--- src/rtl/muxna1_scan.sv ---
// muxna1_scan: registered CHANNELS:1 multiplexer with a ready/valid output.
// Direct mode presents one selected channel. Scan mode presents every channel
// in ascending order, one per accepted handshake.
// Build macro MUXNA1_SCAN_MASK_EN adds the ch_mask port. Scan then visits only
// the enabled channels, and a scan start with an all-zero mask is ignored.
module muxna1_scan #(
    parameter  int WIDTH    = 1,
    parameter  int CHANNELS = 8,
    localparam int SEL_W    = ($clog2(CHANNELS) < 1) ? 1 : $clog2(CHANNELS)
) (
    input  logic                      clk,
    input  logic                      rst_n,
    input  logic [CHANNELS*WIDTH-1:0] d,
    input  logic [SEL_W-1:0]          sel,
    input  logic                      mode,
    input  logic                      start,
`ifdef MUXNA1_SCAN_MASK_EN
    input  logic [CHANNELS-1:0]       ch_mask,
`endif
    output logic [WIDTH-1:0]          y,
    output logic [SEL_W-1:0]          y_ch,
    output logic                      y_valid,
    input  logic                      y_ready,
    output logic                      busy
);

    // The pointer has one extra bit so that PTR_END (== CHANNELS) is a
    // distinct "no more channels" value, even when CHANNELS is a power of two.
    localparam logic [SEL_W:0] PTR_END = (SEL_W + 1)'(CHANNELS);
    localparam logic [SEL_W:0] PTR_ONE = (SEL_W + 1)'(1);

    typedef enum logic [1:0] {
        ST_IDLE,
        ST_DIRECT,
        ST_SCAN
    } state_t;

    state_t             state_q, state_d;
    logic [WIDTH-1:0]   y_q, y_d;
    logic [SEL_W-1:0]   ych_q, ych_d;
    logic               valid_q, valid_d;
    logic [SEL_W:0]     ptr_q, ptr_d;

    logic [CHANNELS-1:0] start_mask;
    logic [CHANNELS-1:0] run_mask;
    logic [SEL_W:0]      first_ch;
    logic [SEL_W:0]      next_ch;

    // Lowest enabled channel at or above 'from'. Returns PTR_END when there is none.
    function automatic logic [SEL_W:0] next_en(input logic [CHANNELS-1:0] m,
                                               input logic [SEL_W:0]      from);
        logic [SEL_W:0] r;
        logic           found;
        r     = PTR_END;
        found = 1'b0;
        for (int unsigned i = 0; i < CHANNELS; i++) begin
            if (!found && m[i] && (i >= 32'(from))) begin
                found = 1'b1;
                r     = (SEL_W + 1)'(i);
            end
        end
        return r;
    endfunction

    // Channel data at index idx. An index outside the channel range gives zero.
    function automatic logic [WIDTH-1:0] pick(input logic [CHANNELS*WIDTH-1:0] dv,
                                              input logic [SEL_W:0]            idx);
        logic [WIDTH-1:0] v;
        v = '0;
        for (int unsigned i = 0; i < CHANNELS; i++) begin
            if (32'(idx) == i) begin
                v = dv[i*WIDTH +: WIDTH];
            end
        end
        return v;
    endfunction

`ifdef MUXNA1_SCAN_MASK_EN
    logic [CHANNELS-1:0] mask_q, mask_d;

    // Capture the mask at scan start, so the channel sequence stays fixed for the whole scan
    always_comb begin
        mask_d = mask_q;
        if ((state_q == ST_IDLE) && start && mode) begin
            mask_d = ch_mask;
        end
    end

    // Mask register
    always_ff @(posedge clk or negedge rst_n) begin
        if (!rst_n) begin
            mask_q <= '0;
        end else begin
            mask_q <= mask_d;
        end
    end

    assign start_mask = ch_mask;
    assign run_mask   = mask_q;
`else
    assign start_mask = '1;
    assign run_mask   = '1;
`endif

    assign first_ch = next_en(start_mask, '0);
    assign next_ch  = next_en(run_mask, ptr_q);

    // Next-state logic: operation start, output loads and handshake advance
    always_comb begin
        state_d = state_q;
        y_d     = y_q;
        ych_d   = ych_q;
        valid_d = valid_q;
        ptr_d   = ptr_q;
        unique case (state_q)
            ST_IDLE: begin
                if (start) begin
                    if (!mode) begin
                        y_d     = pick(d, {1'b0, sel});
                        ych_d   = sel;
                        valid_d = 1'b1;
                        state_d = ST_DIRECT;
                    end else if (first_ch != PTR_END) begin
                        y_d     = pick(d, first_ch);
                        ych_d   = first_ch[SEL_W-1:0];
                        valid_d = 1'b1;
                        ptr_d   = first_ch + PTR_ONE;
                        state_d = ST_SCAN;
                    end
                end
            end
            ST_DIRECT: begin
                if (valid_q && y_ready) begin
                    valid_d = 1'b0;
                    state_d = ST_IDLE;
                end
            end
            ST_SCAN: begin
                if (valid_q && y_ready) begin
                    if (next_ch == PTR_END) begin
                        valid_d = 1'b0;
                        ptr_d   = '0;
                        state_d = ST_IDLE;
                    end else begin
                        y_d   = pick(d, next_ch);
                        ych_d = next_ch[SEL_W-1:0];
                        ptr_d = next_ch + PTR_ONE;
                    end
                end
            end
            default: begin
                state_d = ST_IDLE;
            end
        endcase
    end

    // State and output registers, asynchronously cleared
    always_ff @(posedge clk or negedge rst_n) begin
        if (!rst_n) begin
            state_q <= ST_IDLE;
            y_q     <= '0;
            ych_q   <= '0;
            valid_q <= 1'b0;
            ptr_q   <= '0;
        end else begin
            state_q <= state_d;
            y_q     <= y_d;
            ych_q   <= ych_d;
            valid_q <= valid_d;
            ptr_q   <= ptr_d;
        end
    end

    assign y       = y_q;
    assign y_ch    = ych_q;
    assign y_valid = valid_q;
    assign busy    = (state_q != ST_IDLE);

endmodule

--- config.mk ---
export PLATFORM = sky130hd
export DESIGN_NAME = muxna1_scan
export DESIGN_NICKNAME = d
export VERILOG_FILES = /design/src/rtl/muxna1_scan.sv
export SDC_FILE = /design/constraint.sdc
export NUM_CORES = 1
export LEC_CHECK = 0
export BUFFER_PORTS_ARGS = -buffer_cell sky130_fd_sc_hd__buf_2
export CAP_MARGIN = 20
export CORE_MARGIN = 1.5
export CORE_UTILIZATION = 55
export DETAILED_ROUTE_END_ITERATION = 7
export HOLD_SLACK_MARGIN = 0.03
export PLACE_DENSITY = 0.82
export SLEW_MARGIN = 20
export SYNTH_ARGS = -nofsm -noshare
export SYNTH_HDL_FRONTEND = slang
export SYNTH_SLANG_ARGS = --single-unit
--- constraint.sdc ---
create_clock -name clk -period 5.6 [get_ports clk]
set_clock_uncertainty 0.15 [all_clocks]
set_input_delay 1.4 -clock clk [delete_from_list [all_inputs] [get_ports clk]]
set_output_delay 1.4 -clock clk [all_outputs]
set_load 0.02 [all_outputs]
# Yosys cells after proc, flatten, opt, wreduce, memory -nomap -nowiden
# Index checks and enable logic that the tools add are counted.
[op_classes]
n_eq_ne = 23
muxes = 57
magnitude_cmp = 8
reduce_logical = 25
add_sub_neg = 1
[op_table]
columns = ["op", "n"]
rows = [
  ["2-to-1 mux 4 bit", 12],
  ["2-to-1 mux 1 bit", 31],
  ["equality test 4 x 3 -> 1 bit (second input constant)", 4],
  [">= comparator 3 x 4 -> 1 bit (first input constant)", 4],
  ["equality test 3 bit (second input constant)", 4],
  ["2-to-1 mux 3 bit", 4],
  ["inequality test 2 bit (second input constant)", 6],
  ["AND reduction 4 bit", 3],
  ["2-to-1 mux 2 bit", 5],
  ["equality test 4 x 2 -> 1 bit (second input constant)", 2],
  [">= comparator 1 x 4 -> 1 bit (first input constant)", 2],
  [">= comparator 2 x 4 -> 1 bit (first input constant)", 2],
  ["logical AND 1 bit", 8],
  ["one-hot mux 4 bit (2 select lines)", 1],
  ["zero test 1 bit", 7],
  ["equality test 3 x 2 -> 1 bit (second input constant)", 2],
  ["one-hot mux 2 bit (3 select lines)", 1],
  ["one-hot mux 3 bit (2 select lines)", 1],
  ["AND reduction 5 bit", 1],
  ["adder 4 x 1 -> 4 bit (second input constant)", 1],
  ["equality test 4 x 1 -> 1 bit (second input constant)", 1],
  ["equality test 4 bit (second input constant)", 1],
  ["zero test 4 bit", 1],
  ["nonzero test 2 bit", 2],
  ["other kinds (8)", 8],
]
[word_totals]
out_inout_bits = 6
input_bits = 16
register_bits = 11

# Depth between registers and ports, before layout
[logic_depth]
ltp_word = 35
depth_mapped = 7

# Worst setup path before layout
# Ideal clock, no wire load.
[synth_timing]
path_kind = "input -> register"
startpoint = "input port y_ready"
endpoint = "register ptr_q[0]"
stages = 3
setup_time_ps = 125
path_buffers = 0
arrival_ps = 2345
slack_ps = 2980
cell_sequence = "a21boi_2 or4_4 mux2_4"
[synth_between]
elab_chain_cells = 3
[synth_lines]
columns = ["item", "line_no", "rtl"]
rows = [
  ["start: declaration", "23", "input logic y_ready,"],
  ["logical AND 1 bit", "139", "if (valid_q && y_ready) begin"],
  ["inequality test 2 bit (no line)", "-", ""],
  ["AND reduction 4 bit (no line)", "-", ""],
  ["end signal: assignment", "170", "ptr_q <= ptr_d;"],
  ["end: declaration", "42", "logic [SEL_W:0] ptr_q, ptr_d;"],
]
# No other way between the ends.
# A chain may end at the register's enable or synchronous reset.

# Worst setup path after layout
[layout_timing]
startpoint = "register state_q[1]"
endpoint = "output port busy"
[layout_between]
elab_chain_cells = 1
[layout_lines]
columns = ["item", "line_no", "rtl"]
rows = [
  ["start: declaration", "38", "state_t state_q, state_d;"],
  ["start signal: assignment", "166", "state_q <= state_d;"],
  ["nonzero test 2 bit", "177", "assign busy = (state_q != ST_IDLE);"],
  ["end: declaration", "24", "output logic busy"],
]
# No other way between the ends.

==> impl_metrics.py <==
metrics = {
    "outcome": {
        "result_of_the_run": "finished clean",
    },
    "clocking": {
        "cts_num_sinks": 11,
        "number_of_setup_buffers_added_after_cts": 0,
        "cts_tree": "yes",
        "worst_path_clk_slew_ns": 0.07,
        "postCtsResizedCells": 0,
        "clk_latency_worst_skew_pair_ns": 0.28,
        "clock_tree.root_cell": "clkbuf_4",
        "max-clock-path-buffers": 2,
        "cts_max_level": 1,
        "postCtsHoldBufs": 0,
        "number_of_buffers_added_by_the_clock_tree_synthesis_step": 3,
    },
    "synthesis": {
        "ys_warn_count": 0,
        "seq_area_frac_synth_pct": 30.90,
        "synth_area_leaders": "dfrtp_1 (31%), ha_1 (11%), mux2i_1 (5.6%)",
        "synth.ff_latch_count": 11,
        "average_cell_area_after_synthesis_um2": 9.790,
        "synthDominantCellAreaShare_pct": 30.90,
        "synth_fp_nets": 115,
        "synth.distinct_cells": 34,
        "cell_type_contributing_the_most_total_cell_area_after_synthesis": "dfrtp_1",
        "synthesis.instances": 91,
        "synth.cell_area_um2": 890.9,
    },
    "finish": {
        "antenna_cells_inserted": 0,
        "commonest_cells_after_routing_fill_and_taps_aside": "buf_2 (21), inv_1 (12), dfrtp_1 (11), ha_1 (8), nor2_1 (7)",
        "post_route_cells_drive_above_1_share_pct": 29.82,
        "finish.net_count": 139,
        "layout-area-overhead-vs-synth_pct": 15.87,
        "final_design_area_no_fill_mm2": 0.001032,
        "layout_commonest_cell": "buf_2",
        "post_layout_instance_count_excluding_filler_cells": 130,
    },
    "sta": {
        "hold_viol_final": 0,
        "post-route-min-period_ns": 2.866,
        "rsz_0062_raised_after_global_routing": "no",
        "setup_tns_ns": 0,
        "max_slew_margin_pct": 63.18,
        "tightestPinTransition_ns": 0.5512,
        "worst_hold_slack_ns": 0.3940,
        "finalSetupViolations": 0,
        "final_min_period_over_clock_period_pct": 51.17,
        "timing_max_transition_violations_final": 0,
        "fmaxAchievable_mhz": 349.0,
    },
    "critical_path": {
        "worstPathBufferInverterCount": 3,
        "critPathSlowestCell": "dfrtp_1",
        "timing.critical_path.mode_cell": "inv_1",
        "worst-setup-path-type": "flip-flop to primary output",
        "worst-endpoint-required_ns": 4.05,
        "timing.critical_path.fanout_max": 6,
        "timing.critical_path.from_type": "flip-flop",
        "crit_path_end_kind": "primary output",
        "path_delay_family": "flip-flops",
        "arrival_worst_endpoint_ns": 1.32,
        "cpPeakStageDelay_ns": 0.41,
        "crit_chain": "inv_1, ha_1, inv_1, buf_2",
    },
    "global_route": {
        "grt_usage_pct": 24.71,
        "grt_start_max_net_pins": 13,
        "vias_in_the_first_global_route": 778,
        "number_of_antenna_violations_at_the_first_check_in_global_routing": 0,
        "wire_length_of_the_first_global_routing_pass_um": 3277,
        "global_route.overflow_total": 0,
    },
    "hold_path": {
        "min-delay-path-class": "flip-flop to flip-flop",
    },
    "routing": {
        "drt_drc_violations_left": 0,
        "avgViaCountPerCell": 5.977,
        "antenna_nets_post_route": 0,
        "detail_route.iter0.violations": 10,
        "total_number_of_vias": 777,
        "drt_pre_antenna_iters": 4,
        "detail_route.wirelength_um": 1967,
        "drt-wirelength-per-cell_um": 15.13,
    },
    "pwr": {
        "powerDensity_mw_per_mm2": 516.5,
        "static-leakage-power_nw": 0.4840,
        "vdd_ir_drop_max_mv": 0.3449,
    },
    "floorplan": {
        "die_area_mm2": 0.001870,
        "design.core.area_mm2": 0.001506,
        "floorplan.die.width_um": 43.25,
        "die_h_um": 43.25,
        "floorplan.initialDensity_pct": 59.14,
        "ioPinCount": 22,
        "rows": 14,
    },
    "place": {
        "post_dp_cell_area_mm2": 0.001006,
        "gp_routability_congestion": 0.8193,
        "placed_insts": 126,
        "port_buffers": 21,
        "post_detailed_placement_half_perimeter_wirelength_um": 1580,
    },
    "flow_run": {
        "max-cap-violations": 0,
    },
}
state kept, by name, summed over array words and instances (netlist names):
| register | flops |
|---|---|
| state_q | 2 |
| y_ch | 3 |
| y_valid | 1 |
| ptr_q | 4 |
| y | 1 |
area by class of cell:
class / instances / area [µm²]
tap: 16 / 20.02
sequential: 11 / 275.3
timing repair buffer: 21 / 105.1
inverter: 12 / 45.04
clock buffer: 4 / 26.28
multi-input combinational: 66 / 560.5
fill: 119 / 474.2
synth_stat cells:
cell type	instances
a32oi_1	1
mux2i_1	5
a2bb2oi_1	1
nor2_1	7
inv_1	12
buf_2	2
dfrtp_1	11
a21oi_1	4
a32o_1	1
a2111oi_4	1
nor2b_1	4
o21ai_0	1
nand3_1	2
nand2_1	2
a22oi_1	3
mux2_2	1
a2111oi_2	1
o21a_1	1
a21boi_1	1
nand2b_1	3
xnor2_1	1
o221ai_1	2
o21ai_1	4
mux4_2	2
nor2_2	1
mux2_4	1
nor3_1	1
or4_4	1
nor2b_4	1
nand4_1	2
and2_1	1
a21boi_2	1
a31oi_1	1
ha_1	8
worst register-to-register path, delay by kind of cell, from the launching register on:
family	cells	cell delay, ns
flops	1	0.42
simple gates	3	0.60
compound gates	2	0.71
fa+ha+maj	1	0.23
buf+inv	1	0.12
worst paths after layout:
path                       depth (start not counted)  slack, ns                   end              startpoint
setup reg to reg                                   7       3.29   y_ch[1]$_DFFE_PN0P_    ptr_q[3]$_DFFE_PN0P_
max in group asynchronous                          1       4.27   y_ch[1]$_DFFE_PN0P_                   rst_n
min in group asynchronous                          1       0.83  ptr_q[1]$_DFFE_PN0P_                   rst_n
hold reg to reg                                    1       0.39  ptr_q[1]$_DFFE_PN0P_    ptr_q[1]$_DFFE_PN0P_
setup / recovery                                   4       2.73                  busy  state_q[1]$_DFFE_PN0P_
hold / removal                                     1       0.39  ptr_q[1]$_DFFE_PN0P_    ptr_q[1]$_DFFE_PN0P_
report_power, final:
| part | leakage (nW) | internal, mW | switching [mW] |
|---|---|---|---|
| sequential | 0.133 | 0.114 | 0.0290 |
| clock | 0.0150 | 0.0277 | 0.0299 |
| combinational | 0.336 | 0.141 | 0.191 |
kinds of logic (layout without fill, tap and decap cells):
family	count (synthesis)	count (layout)	synth area share [%]
compound gates	23	23	21.07
xor+xnor	1	1	0.9833
fa+ha+maj	8	8	11.24
buf+inv	14	37	6.179
flops	11	11	30.90
mux	9	9	13.62
simple gates	25	25	16.01
layer usage:
metal / wire, µm / share of wire, % / track usage [%] / up-vias
li1: - / - / - / 371
met3: 86 / 4.4 / 4.255 / 5
met2: 1007 / 51 / 43.58 / 20
met4: 51 / 2.6 / 15.15 / 0
met5: 0 / 0 / 0 / -
met1: 821 / 42 / 26.88 / 381
stage by stage:
step / total power, mW / worst slack [ns] / util [%]
2_1_floorplan: 0.3966 / 2.980 / -
4_1_cts: 0.5335 / 2.737 / 68.52
3_3_place_gp: 0.4626 / 2.818 / 66.78
3_5_place_dp: 0.4763 / 2.780 / 66.78
6_report: 0.5332 / 2.734 / 68.52
5_1_grt: 0.5753 / 2.671 / 68.52
Power figures use the tool's default switching activity.
